--- src/rtl/axi_lite_manager_if.sv ---
// ---------------------------------------------------------------------------
// axi_lite_manager_if
// Bundles the command/response side and the AXI4-Lite manager side of
// axi_lite_manager into one interface.
//   cmd_*  : single-transfer request (valid/ready), write flag, addr, wdata
//   rsp_*  : one-cycle completion pulse with read data, response, timeout
//   AW/W/B : AXI4-Lite write address, write data, write response channels
//   AR/R   : AXI4-Lite read address, read data channels
// Modports:
//   master : the manager (drives cmd_ready, rsp_*, AW/W/AR VALIDs, B/R READYs)
//   slave  : the environment (command source plus AXI subordinate)
// ---------------------------------------------------------------------------
interface axi_lite_manager_if #(
  parameter int ADDR_W = 32,
  parameter int DATA_W = 32
);
  // command / response
  logic              cmd_valid;
  logic              cmd_ready;
  logic              cmd_write;
  logic [ADDR_W-1:0] cmd_addr;
  logic [DATA_W-1:0] cmd_wdata;
  logic              rsp_valid;
  logic [DATA_W-1:0] rsp_rdata;
  logic [1:0]        rsp_resp;
  logic              rsp_timeout;
  // write address / data / response
  logic                AWVALID;
  logic                AWREADY;
  logic [ADDR_W-1:0]   AWADDR;
  logic                WVALID;
  logic                WREADY;
  logic [DATA_W-1:0]   WDATA;
  logic [DATA_W/8-1:0] WSTRB;
  logic                BVALID;
  logic                BREADY;
  logic [1:0]          BRESP;
  // read address / data
  logic              ARVALID;
  logic              ARREADY;
  logic [ADDR_W-1:0] ARADDR;
  logic              RVALID;
  logic              RREADY;
  logic [DATA_W-1:0] RDATA;
  logic [1:0]        RRESP;

  modport master (
    input  cmd_valid, cmd_write, cmd_addr, cmd_wdata,
    output cmd_ready, rsp_valid, rsp_rdata, rsp_resp, rsp_timeout,
    output AWVALID, AWADDR, input AWREADY,
    output WVALID, WDATA, WSTRB, input WREADY,
    input  BVALID, BRESP, output BREADY,
    output ARVALID, ARADDR, input ARREADY,
    input  RVALID, RDATA, RRESP, output RREADY
  );

  modport slave (
    output cmd_valid, cmd_write, cmd_addr, cmd_wdata,
    input  cmd_ready, rsp_valid, rsp_rdata, rsp_resp, rsp_timeout,
    input  AWVALID, AWADDR, output AWREADY,
    input  WVALID, WDATA, WSTRB, output WREADY,
    output BVALID, BRESP, input BREADY,
    input  ARVALID, ARADDR, output ARREADY,
    output RVALID, RDATA, RRESP, input RREADY
  );
endinterface

--- src/rtl/axi_lite_manager.sv ---
// ---------------------------------------------------------------------------
// axi_lite_manager
// Single-outstanding, single-beat AXI4-Lite manager. A command accepted in
// IDLE becomes one write (AW+W, then B) or one read (AR, then R); the
// completion is reported as a one-cycle rsp_valid pulse. rsp_rdata/rsp_resp
// hold their value until the next completion.
//
// Ports:
//   ACLK    : clock, all logic on rising edge
//   ARESET  : synchronous active-high reset (abandons any transfer silently)
//   bus     : axi_lite_manager_if.master (cmd_*, rsp_*, AW/W/B/AR/R)
//
// Optional feature: define MGR_TIMEOUT_EN to build a response-wait counter.
// After TIMEOUT_CYCLES cycles in WR_RESP/RD_RESP without a handshake the
// READY drops and the transfer completes with rsp_timeout=1, rsp_resp=2'b10.
// Without the macro the manager waits for B/R indefinitely.
// ---------------------------------------------------------------------------
module axi_lite_manager #(
  parameter int ADDR_W         = 32,
  parameter int DATA_W         = 32,
  parameter int TIMEOUT_CYCLES = 256
) (
  input  logic                ACLK,
  input  logic                ARESET,
  axi_lite_manager_if.master  bus
);

  typedef enum logic [2:0] {
    IDLE    = 3'd0,
    WR_REQ  = 3'd1,
    WR_RESP = 3'd2,
    RD_REQ  = 3'd3,
    RD_RESP = 3'd4
  } state_e;

  state_e            state_q, state_d;
  logic [ADDR_W-1:0] addr_q, addr_d;
  logic [DATA_W-1:0] wdata_q, wdata_d;
  logic              awv_q, awv_d;
  logic              wv_q, wv_d;
  logic              arv_q, arv_d;
  logic              rsp_valid_q, rsp_valid_d;
  logic [DATA_W-1:0] rsp_rdata_q, rsp_rdata_d;
  logic [1:0]        rsp_resp_q, rsp_resp_d;

  logic              timeout_hit;
  logic              cmd_ready_w;
  logic              bready_w, rready_w;
  logic              b_hs, r_hs;

`ifdef MGR_TIMEOUT_EN
  localparam int                CNT_W   = $clog2(TIMEOUT_CYCLES + 1);
  localparam logic [CNT_W-1:0]  CNT_LIM = CNT_W'(TIMEOUT_CYCLES);

  logic [CNT_W-1:0] cnt_q, cnt_d;
  logic             rsp_to_q, rsp_to_d;

  // Counter is cleared on entry to a RESP state, so reaching the limit
  // means TIMEOUT_CYCLES cycles of READY without a VALID.
  assign timeout_hit = ((state_q == WR_RESP) || (state_q == RD_RESP)) &&
                       (cnt_q == CNT_LIM);
  assign bus.rsp_timeout = rsp_to_q;
`else
  assign timeout_hit = 1'b0;
  // No timeout hardware in this build; the comparison is constant false for
  // any legal TIMEOUT_CYCLES and keeps the parameter list uniform.
  assign bus.rsp_timeout = (TIMEOUT_CYCLES < 0);
`endif

  // cmd_ready is gated by ARESET so it reads 0 while reset is held and 1 in
  // the very first cycle after release (state_q is already IDLE then).
  assign cmd_ready_w = (state_q == IDLE) && !ARESET;
  assign bready_w    = (state_q == WR_RESP) && !timeout_hit;
  assign rready_w    = (state_q == RD_RESP) && !timeout_hit;
  assign b_hs        = bready_w && bus.BVALID;
  assign r_hs        = rready_w && bus.RVALID;

  // -------------------------------------------------------------------------
  // next-state / datapath
  // -------------------------------------------------------------------------
  always_comb begin
    state_d     = state_q;
    addr_d      = addr_q;
    wdata_d     = wdata_q;
    awv_d       = awv_q;
    wv_d        = wv_q;
    arv_d       = arv_q;
    rsp_valid_d = 1'b0;
    rsp_rdata_d = rsp_rdata_q;
    rsp_resp_d  = rsp_resp_q;
`ifdef MGR_TIMEOUT_EN
    cnt_d       = cnt_q;
    rsp_to_d    = rsp_to_q;
`endif

    unique case (state_q)
      IDLE: begin
        if (bus.cmd_valid) begin
          addr_d = bus.cmd_addr;
          if (bus.cmd_write) begin
            wdata_d = bus.cmd_wdata;
            awv_d   = 1'b1;
            wv_d    = 1'b1;
            state_d = WR_REQ;
          end else begin
            arv_d   = 1'b1;
            state_d = RD_REQ;
          end
        end
      end

      WR_REQ: begin
        // AW and W retire independently; each VALID drops after its own
        // handshake, the response phase starts once both are gone.
        awv_d = awv_q && !bus.AWREADY;
        wv_d  = wv_q && !bus.WREADY;
        if (!awv_d && !wv_d) begin
          state_d = WR_RESP;
`ifdef MGR_TIMEOUT_EN
          cnt_d   = '0;
`endif
        end
      end

      WR_RESP: begin
        if (b_hs) begin
          rsp_valid_d = 1'b1;
          rsp_rdata_d = '0;
          rsp_resp_d  = bus.BRESP;
          state_d     = IDLE;
`ifdef MGR_TIMEOUT_EN
          rsp_to_d    = 1'b0;
        end else if (timeout_hit) begin
          rsp_valid_d = 1'b1;
          rsp_rdata_d = '0;
          rsp_resp_d  = 2'b10;
          rsp_to_d    = 1'b1;
          state_d     = IDLE;
        end else begin
          cnt_d       = cnt_q + CNT_W'(1);
`endif
        end
      end

      RD_REQ: begin
        if (bus.ARREADY) begin
          arv_d   = 1'b0;
          state_d = RD_RESP;
`ifdef MGR_TIMEOUT_EN
          cnt_d   = '0;
`endif
        end
      end

      RD_RESP: begin
        if (r_hs) begin
          rsp_valid_d = 1'b1;
          rsp_rdata_d = bus.RDATA;
          rsp_resp_d  = bus.RRESP;
          state_d     = IDLE;
`ifdef MGR_TIMEOUT_EN
          rsp_to_d    = 1'b0;
        end else if (timeout_hit) begin
          rsp_valid_d = 1'b1;
          rsp_rdata_d = '0;
          rsp_resp_d  = 2'b10;
          rsp_to_d    = 1'b1;
          state_d     = IDLE;
        end else begin
          cnt_d       = cnt_q + CNT_W'(1);
`endif
        end
      end

      default: state_d = IDLE;
    endcase
  end

  // -------------------------------------------------------------------------
  // state registers
  // -------------------------------------------------------------------------
  always_ff @(posedge ACLK) begin
    if (ARESET) begin
      state_q     <= IDLE;
      addr_q      <= '0;
      wdata_q     <= '0;
      awv_q       <= 1'b0;
      wv_q        <= 1'b0;
      arv_q       <= 1'b0;
      rsp_valid_q <= 1'b0;
      rsp_rdata_q <= '0;
      rsp_resp_q  <= '0;
`ifdef MGR_TIMEOUT_EN
      cnt_q       <= '0;
      rsp_to_q    <= 1'b0;
`endif
    end else begin
      state_q     <= state_d;
      addr_q      <= addr_d;
      wdata_q     <= wdata_d;
      awv_q       <= awv_d;
      wv_q        <= wv_d;
      arv_q       <= arv_d;
      rsp_valid_q <= rsp_valid_d;
      rsp_rdata_q <= rsp_rdata_d;
      rsp_resp_q  <= rsp_resp_d;
`ifdef MGR_TIMEOUT_EN
      cnt_q       <= cnt_d;
      rsp_to_q    <= rsp_to_d;
`endif
    end
  end

  // -------------------------------------------------------------------------
  // outputs
  // -------------------------------------------------------------------------
  assign bus.cmd_ready = cmd_ready_w;
  assign bus.rsp_valid = rsp_valid_q;
  assign bus.rsp_rdata = rsp_rdata_q;
  assign bus.rsp_resp  = rsp_resp_q;

  // One address register serves both AW and AR; only one transfer is ever
  // outstanding, so the two never need different values at once.
  assign bus.AWVALID = awv_q;
  assign bus.AWADDR  = addr_q;
  assign bus.WVALID  = wv_q;
  assign bus.WDATA   = wdata_q;
  assign bus.WSTRB   = '1;
  assign bus.BREADY  = bready_w;
  assign bus.ARVALID = arv_q;
  assign bus.ARADDR  = addr_q;
  assign bus.RREADY  = rready_w;

endmodule

--- src/flat_wrapper.sv ---
// flat-port wrapper written by rule: the top's interface ports become plain ports
module axi_lite_manager_flat 
#(
  parameter int ADDR_W         = 32,
  parameter int DATA_W         = 32,
  parameter int TIMEOUT_CYCLES = 256
)
  (ACLK, ARESET, bus_cmd_valid, bus_cmd_write, bus_cmd_addr, bus_cmd_wdata, bus_cmd_ready, bus_rsp_valid, bus_rsp_rdata, bus_rsp_resp, bus_rsp_timeout, bus_AWVALID, bus_AWADDR, bus_AWREADY, bus_WVALID, bus_WDATA, bus_WSTRB, bus_WREADY, bus_BVALID, bus_BRESP, bus_BREADY, bus_ARVALID, bus_ARADDR, bus_ARREADY, bus_RVALID, bus_RDATA, bus_RRESP, bus_RREADY);
  axi_lite_manager_if #(.ADDR_W(ADDR_W), .DATA_W(DATA_W)) bus_i ();
  input  logic ACLK;
  input  logic ARESET;
  input wire logic [$bits(bus_i.cmd_valid)-1:0] bus_cmd_valid;
  input wire logic [$bits(bus_i.cmd_write)-1:0] bus_cmd_write;
  input wire logic [$bits(bus_i.cmd_addr)-1:0] bus_cmd_addr;
  input wire logic [$bits(bus_i.cmd_wdata)-1:0] bus_cmd_wdata;
  output wire logic [$bits(bus_i.cmd_ready)-1:0] bus_cmd_ready;
  output wire logic [$bits(bus_i.rsp_valid)-1:0] bus_rsp_valid;
  output wire logic [$bits(bus_i.rsp_rdata)-1:0] bus_rsp_rdata;
  output wire logic [$bits(bus_i.rsp_resp)-1:0] bus_rsp_resp;
  output wire logic [$bits(bus_i.rsp_timeout)-1:0] bus_rsp_timeout;
  output wire logic [$bits(bus_i.AWVALID)-1:0] bus_AWVALID;
  output wire logic [$bits(bus_i.AWADDR)-1:0] bus_AWADDR;
  input wire logic [$bits(bus_i.AWREADY)-1:0] bus_AWREADY;
  output wire logic [$bits(bus_i.WVALID)-1:0] bus_WVALID;
  output wire logic [$bits(bus_i.WDATA)-1:0] bus_WDATA;
  output wire logic [$bits(bus_i.WSTRB)-1:0] bus_WSTRB;
  input wire logic [$bits(bus_i.WREADY)-1:0] bus_WREADY;
  input wire logic [$bits(bus_i.BVALID)-1:0] bus_BVALID;
  input wire logic [$bits(bus_i.BRESP)-1:0] bus_BRESP;
  output wire logic [$bits(bus_i.BREADY)-1:0] bus_BREADY;
  output wire logic [$bits(bus_i.ARVALID)-1:0] bus_ARVALID;
  output wire logic [$bits(bus_i.ARADDR)-1:0] bus_ARADDR;
  input wire logic [$bits(bus_i.ARREADY)-1:0] bus_ARREADY;
  input wire logic [$bits(bus_i.RVALID)-1:0] bus_RVALID;
  input wire logic [$bits(bus_i.RDATA)-1:0] bus_RDATA;
  input wire logic [$bits(bus_i.RRESP)-1:0] bus_RRESP;
  output wire logic [$bits(bus_i.RREADY)-1:0] bus_RREADY;
  assign bus_i.cmd_valid = bus_cmd_valid;
  assign bus_i.cmd_write = bus_cmd_write;
  assign bus_i.cmd_addr = bus_cmd_addr;
  assign bus_i.cmd_wdata = bus_cmd_wdata;
  assign bus_cmd_ready = bus_i.cmd_ready;
  assign bus_rsp_valid = bus_i.rsp_valid;
  assign bus_rsp_rdata = bus_i.rsp_rdata;
  assign bus_rsp_resp = bus_i.rsp_resp;
  assign bus_rsp_timeout = bus_i.rsp_timeout;
  assign bus_AWVALID = bus_i.AWVALID;
  assign bus_AWADDR = bus_i.AWADDR;
  assign bus_i.AWREADY = bus_AWREADY;
  assign bus_WVALID = bus_i.WVALID;
  assign bus_WDATA = bus_i.WDATA;
  assign bus_WSTRB = bus_i.WSTRB;
  assign bus_i.WREADY = bus_WREADY;
  assign bus_i.BVALID = bus_BVALID;
  assign bus_i.BRESP = bus_BRESP;
  assign bus_BREADY = bus_i.BREADY;
  assign bus_ARVALID = bus_i.ARVALID;
  assign bus_ARADDR = bus_i.ARADDR;
  assign bus_i.ARREADY = bus_ARREADY;
  assign bus_i.RVALID = bus_RVALID;
  assign bus_i.RDATA = bus_RDATA;
  assign bus_i.RRESP = bus_RRESP;
  assign bus_RREADY = bus_i.RREADY;
  axi_lite_manager #(.ADDR_W(ADDR_W), .DATA_W(DATA_W), .TIMEOUT_CYCLES(TIMEOUT_CYCLES)) u_core (.ACLK(ACLK), .ARESET(ARESET), .bus(bus_i));
endmodule
--- config.mk ---
export PLATFORM = sky130hd
export DESIGN_NAME = axi_lite_manager_flat
export DESIGN_NICKNAME = d
export VERILOG_FILES = /design/src/rtl/axi_lite_manager_if.sv /design/src/rtl/axi_lite_manager.sv /design/src/flat_wrapper.sv
export SDC_FILE = /design/constraint.sdc
export NUM_CORES = 1
export LEC_CHECK = 0
export CELL_PAD_IN_SITES_DETAIL_PLACEMENT = 1
export CELL_PAD_IN_SITES_GLOBAL_PLACEMENT = 1
export CORE_MARGIN = 2
export CORE_UTILIZATION = 27
export DETAILED_ROUTE_END_ITERATION = 6
export GPL_ROUTABILITY_DRIVEN = 0
export PLACE_DENSITY_LB_ADDON = 0.3
export SETUP_SLACK_MARGIN = 0.1
export SYNTH_ARGS = -nofsm -noshare
export SYNTH_HDL_FRONTEND = slang
export SYNTH_SLANG_ARGS = --single-unit
--- constraint.sdc ---
create_clock -name ACLK -period 3 [get_ports ACLK]
set_input_delay 0.45 -clock ACLK [delete_from_list [all_inputs] [get_ports ACLK]]
set_output_delay 0.45 -clock ACLK [all_outputs]
set_load 0.02 [all_outputs]
==> results.cfg, run 1 <==
[outcome]
outcome = finished, final reports clean

[critical_path]
crit_fanout = 24
ff2ff_setup_slack_ns = 0.76
worstSetupPathType = reg2out
r2r_cells = 4
startpoint_type = register
crit_arrival_ns = 1.99
timing.rr.end = u_core.bus.rsp_resp[1]
required_ns = 2.55
rr_startpoint = u_core.state_q[0]
end_kind = output pin

[finish]
areaGrowthSynthToFinish_pct = 63.5
final_common_cell = clkdlybuf4s50_1
drive_gt1_share_pct = 4.33
fill_cells = 1751
fin_nets = 820
final_cell_mix = clkdlybuf4s50_1, nand2_1, dfxtp_1

[synthesis]
synth_flop_cell = dfxtp_1
synth-compound-area-share_pct = 14.3
synth_cell_type_count = 33
ys_top_cells_by_area = dfxtp_1, nand2_1, a21oi_1
synth_top_family_by_area = simple AND/OR/NAND/NOR gates
async_flop_share_pct = 0
synth_edf_count = 0
yosys_warnings = 0
synth-xor-area-share_pct = 0
yosys_register_bits = 105
syn_avg_cell_area_sq_um = 8.00
synthSimpleGateAreaFrac_pct = 23.8
post-synth-top-area-cell = dfxtp_1
yosys.area.top_type_share_pct = 50.5
netlist_area_sq_um = 4170
syn_inst = 521
seq_area_frac_synth_pct = 50.5
synthMuxAreaShare_pct = 0
synth_fa_ha_area_share_pct = 0

[clock_tree]
cts_resized = 0
cts_num_sinks = 105
cts_made_buffers = 9
clockBufferDepth = 2
cts_tree = built
clkLatencyLatePin_ns = 0.36
htree_levels = 3
path_clk_slew_ns = 0.07
root_buffer = clkbuf_16
post_cts_buffers = 0
cts_hold_buf = 0

[floorplan]
dieWidth_microns = 128
start_util_pct = 27.5
die_h_microns = 128
dieArea_sq_um = 16400
core_area_sq_um = 15100
ios = 251
row_count = 45

[power]
power_density_nw_per_um2 = 530
peakVddDrop_mv = 0.415
power.leakage_nw = 2.36

[timing]
finalSetupViolCount = 0
fin_setup_tns_ns = 0
slew_headroom_pct = 14.6
rsz0062_at_grt = false
period_minus_slack_ns = 2.44
finalMaxSlewViolations = 0
final_hold_viol_count = 0
clock-skew-final_ns = 0.0104
fmax_mhz = 409
fin_crit_sh_pct = 81.5
final.setup.worst_slack_ns = 0.555
worstMarginPinSlew_ns = 1.28

[placement]
pre_cts_slack_ns = 0.611
dpl.hpwl_microns = 10600
io_buffers = 245

[worst_hold_path]
min_path_type = reg2reg
holdCritStartpoint = u_core.bus.rsp_rdata[23]
hold_depth = 2
worstHoldEndpoint = u_core.bus.rsp_rdata[23]

[global_route]
track_usage_pct = 18.1
grt_max_degree = 56
antenna_found_initial = 1
grt_pass1_wl_microns = 23400
grt_pass1_vias = 4465
globalRouteOverflowTotal = 0

[routing]
dr.pass1.iters = 4
via_per_inst = 4.77
drt_iter0_drc = 134
ant_nets = 0
vias = 4315
routedWlPerCell_microns = 16.4
drc = 0
routed_wirelength_microns = 14900

[job]
maxCapViolCount = 0
-- critical path, stage by stage, from the launching register on --
cell,delay (ns)
dfxtp_1,0.33
buf_4,0.23
nor4_1,0.41
clkdlybuf4s50_1,0.68
-- worst max-delay path by stage --
stage | from | to | slack (ns) | cells after the start
after CTS | u_core.state_q[2] | bus_cmd_ready | 0.52 | 3
after global placement | bus_RVALID | u_core.bus.rsp_resp[1] | 0.64 | 5
after global routing | u_core.state_q[1] | bus_RREADY | 0.43 | 2
final | u_core.state_q[2] | bus_cmd_ready | 0.56 | 3
after detailed placement | bus_RVALID | u_core.bus.rsp_resp[1] | 0.61 | 5
after floorplan | ARESET | bus_cmd_ready | 1.15 | 3
-- layer usage --
metal | track usage, % | wire length [microns] | vias to the layer above
met5 | 0 | 0 | -
met4 | 4.78 | 178 | 0
met3 | 8.35 | 1480 | 15
met2 | 31.2 | 7100 | 174
met1 | 20.2 | 6100 | 2054
li1 | - | - | 2072
-- per-stage QoR --
| step | hold WS [ns] | area (sq um) | total power [mW] | util, % | std cells |
|---|---|---|---|---|---|
| 2_1_floorplan | 0.528 | 4180 | 2.00 | - | 524 |
| 3_3_place_gp | 0.437 | 6490 | 2.38 | 42.9 | 888 |
| 3_5_place_dp | 0.448 | 6490 | 2.40 | 42.9 | 888 |
| 4_1_cts | 0.458 | 6810 | 3.68 | 45.0 | 904 |
| 5_1_grt | 0.479 | 6810 | 3.80 | 45.0 | 904 |
| 6_report | 0.458 | 6810 | 3.61 | 45.0 | 905 |
-- flip-flops by register name (all words and copies together) (netlist names) --
register              count
u_core.bus.WVALID         1
u_core.bus.WDATA         32
u_core.state_q            3
u_core.bus.AWVALID        1
u_core.bus.ARADDR        32
u_core.bus.rsp_valid      1
u_core.bus.ARVALID        1
u_core.bus.rsp_resp       2
u_core.bus.rsp_rdata     32
-- cell families after synthesis --
kind of cell | Yosys count
AND/OR/NAND/NOR | 221
flip-flops | 105
AO/OA/AOI/OAI | 111
other | 2
buffers and inverters | 82
-- Yosys cell counts, types with 2 or more instances --
library cell / count
buf_2: 15
inv_1: 4
clkbuf_1: 24
conb_1: 2
nand2b_1: 4
a221oi_1: 2
nand4_1: 32
nor2_1: 4
dfxtp_1: 105
buf_4: 38
nor2b_1: 3
a21oi_1: 101
nand2_1: 165
and2_1: 2
nand3b_1: 2
-- layout make-up --
cell class | count | area, sq um | share of cell area, %
timing repair buffer | 254 | 2520 | 36.9
inverter | 4 | 15.0 | 0.220
tap | 188 | 235 | 3.45
antenna | 1 | 2.50 | 0.0367
multi-input combinational | 337 | 1620 | 23.8
sequential | 105 | 2100 | 30.8
clock inverter | 3 | 47.5 | 0.698
clock buffer | 13 | 270 | 3.97
-- power by group --
part / internal, mW / switching, mW
registers: 1.47 / 0.0708
clock network: 0.719 / 0.532
logic: 0.388 / 0.432
Power figures use the tool's default switching activity.
==> run 2, diff against run 1 <==
Settings changed: CORE_UTILIZATION 27 to 25.
Clock period 3 ns to 2.3 ns, I/O delays scaled along.
==> run 2 against run 1 <==
Sequential power is 31% higher; worst hold slack worse by 0.0024 ns; flip-flop and latch count stayed put; critical endpoint is now bus_BREADY; largest power group unchanged; die area is 7.7% higher; cell count is 4.0% higher; highest routed layer unchanged; utilization is 3.2 points lower; setup slack worse by 0.35 ns; critical path depth stayed put; sequential share of layout area is 0.14 points lower; final area is 0.57% higher; total power is 26% higher; register-to-register slack worse by 0.48 ns.
==> results.cfg, run 2 (same netlist as run 1, synthesis figures left out) <==
[critical_path]
crit_arrival_ns = 1.75
end_kind = output pin
rr_startpoint = u_core.state_q[1]
ff2ff_setup_slack_ns = 0.28
required_ns = 1.96
timing.rr.end = u_core.bus.rsp_rdata[16]
crit_fanout = 11
worstSetupPathType = reg2out
r2r_cells = 3
startpoint_type = register

[outcome]
outcome = finished, final reports clean

[global_route]
grt_pass1_vias = 4401
antenna_found_initial = 0
grt_max_degree = 65
globalRouteOverflowTotal = 0
track_usage_pct = 16.7
grt_pass1_wl_microns = 23500

[clock_tree]
clockBufferDepth = 2
path_clk_slew_ns = 0.07
post_cts_buffers = 0
cts_tree = built
root_buffer = clkbuf_16
clkLatencyLatePin_ns = 0.34
cts_made_buffers = 9
cts_num_sinks = 105
htree_levels = 3

[power]
peakVddDrop_mv = 0.323
power.total_mw = 4.55
power_density_nw_per_um2 = 664
power.leakage_nw = 2.36

[timing]
worstMarginPinSlew_ns = 1.40
period_minus_slack_ns = 2.10
fmax_mhz = 477
slew_headroom_pct = 6.35
finalMaxSlewViolations = 0
fin_crit_sh_pct = 91.1
rsz0062_at_grt = false
finalSetupViolCount = 0
clock-skew-final_ns = 0.00387
fin_setup_tns_ns = 0
worst_hold_slack_ns = 0.455
final_hold_viol_count = 0

[routing]
vias = 4263
routed_wirelength_microns = 15000
routedWlPerCell_microns = 15.9
drc = 0
ant_nets = 0
via_per_inst = 4.53
dr.pass1.iters = 4
drt_iter0_drc = 167

[finish]
final_common_cell = clkdlybuf4s50_1
areaGrowthSynthToFinish_pct = 64.5
fin_nets = 825
diodes = 0
final_cell_mix = clkdlybuf4s50_1, nand2_1, dfxtp_1
drive_gt1_share_pct = 5.13

[worst_hold_path]
hold_depth = 2
min_path_type = reg2reg
worstHoldEndpoint = u_core.bus.rsp_rdata[22]
holdCritStartpoint = u_core.bus.rsp_rdata[22]

[floorplan]
core_area_sq_um = 16400
dieWidth_microns = 133
start_util_pct = 25.4
dieArea_sq_um = 17700
ios = 251
die_h_microns = 133
row_count = 47

[placement]
io_buffers = 245
dpl.hpwl_microns = 11200

[job]
maxCapViolCount = 0
## run 2: through the flow
| stage | cell area (sq um) | cells | utilization [%] | setup WS, ns |
|---|---|---|---|---|
| finish | 6850 | 941 | 41.8 | 0.205 |
| global route | 6850 | 941 | 41.8 | 0.121 |
| CTS | 6850 | 941 | 41.8 | 0.168 |
| detailed placement | 6570 | 925 | 40.1 | 0.203 |
| global placement | 6570 | 925 | 40.1 | 0.321 |
| floorplan | 4180 | 524 | - | 0.659 |
## run 2: layout make-up
class                           instances  area, sq um
Fill cell                            1899         9550
Clock buffer                           14          264
Inverter                                4         15.0
Multi-Input combinational cell        337         1630
Sequential cell                       105         2100
Clock inverter                          2         12.5
Timing Repair Buffer                  259         2550
Tap cell                              220          275
## run 2: critical path, cell delays in order, from the launching register on
cell,delay [ns]
dfxtp_2,0.41
nor2_2,0.22
and2_1,0.16
clkdlybuf4s50_1,0.62
## run 2: worst max path at each step
stage | startpoint | endpoint | slack, ns | depth (start not counted)
after floorplan | ARESET | bus_cmd_ready | 0.66 | 3
after global placement | bus_RVALID | u_core.bus.rsp_rdata[25] | 0.32 | 6
after detailed placement | u_core.state_q[1] | u_core.bus.rsp_rdata[16] | 0.20 | 3
after CTS | u_core.state_q[0] | bus_BREADY | 0.17 | 3
after global routing | u_core.state_q[0] | bus_BREADY | 0.12 | 3
final | u_core.state_q[0] | bus_BREADY | 0.20 | 3
## run 2: power breakdown
group          internal, mW  total, mW  switching, mW
Clock                 0.794       1.46          0.664
Combinational         0.516       1.09          0.570
Sequential             1.92       2.01         0.0881
Total                  3.23       4.55           1.32
## run 2: repair_timing
action | 4_1_cts | 5_1_grt
resized for setup | 3 | 0
endpoints found under the setup margin | 2 | 0
hold buffers | 0 | 0
## run 2: metal layers
layer  track usage [%]  vias to the layer above  share of wire [%]
met5                 0                        -                  0
met4              6.15                        0                1.8
met3              5.67                       16                7.9
met2              29.9                      149                 51
met1              18.3                     2020                 40
li1                  -                     2078                  -
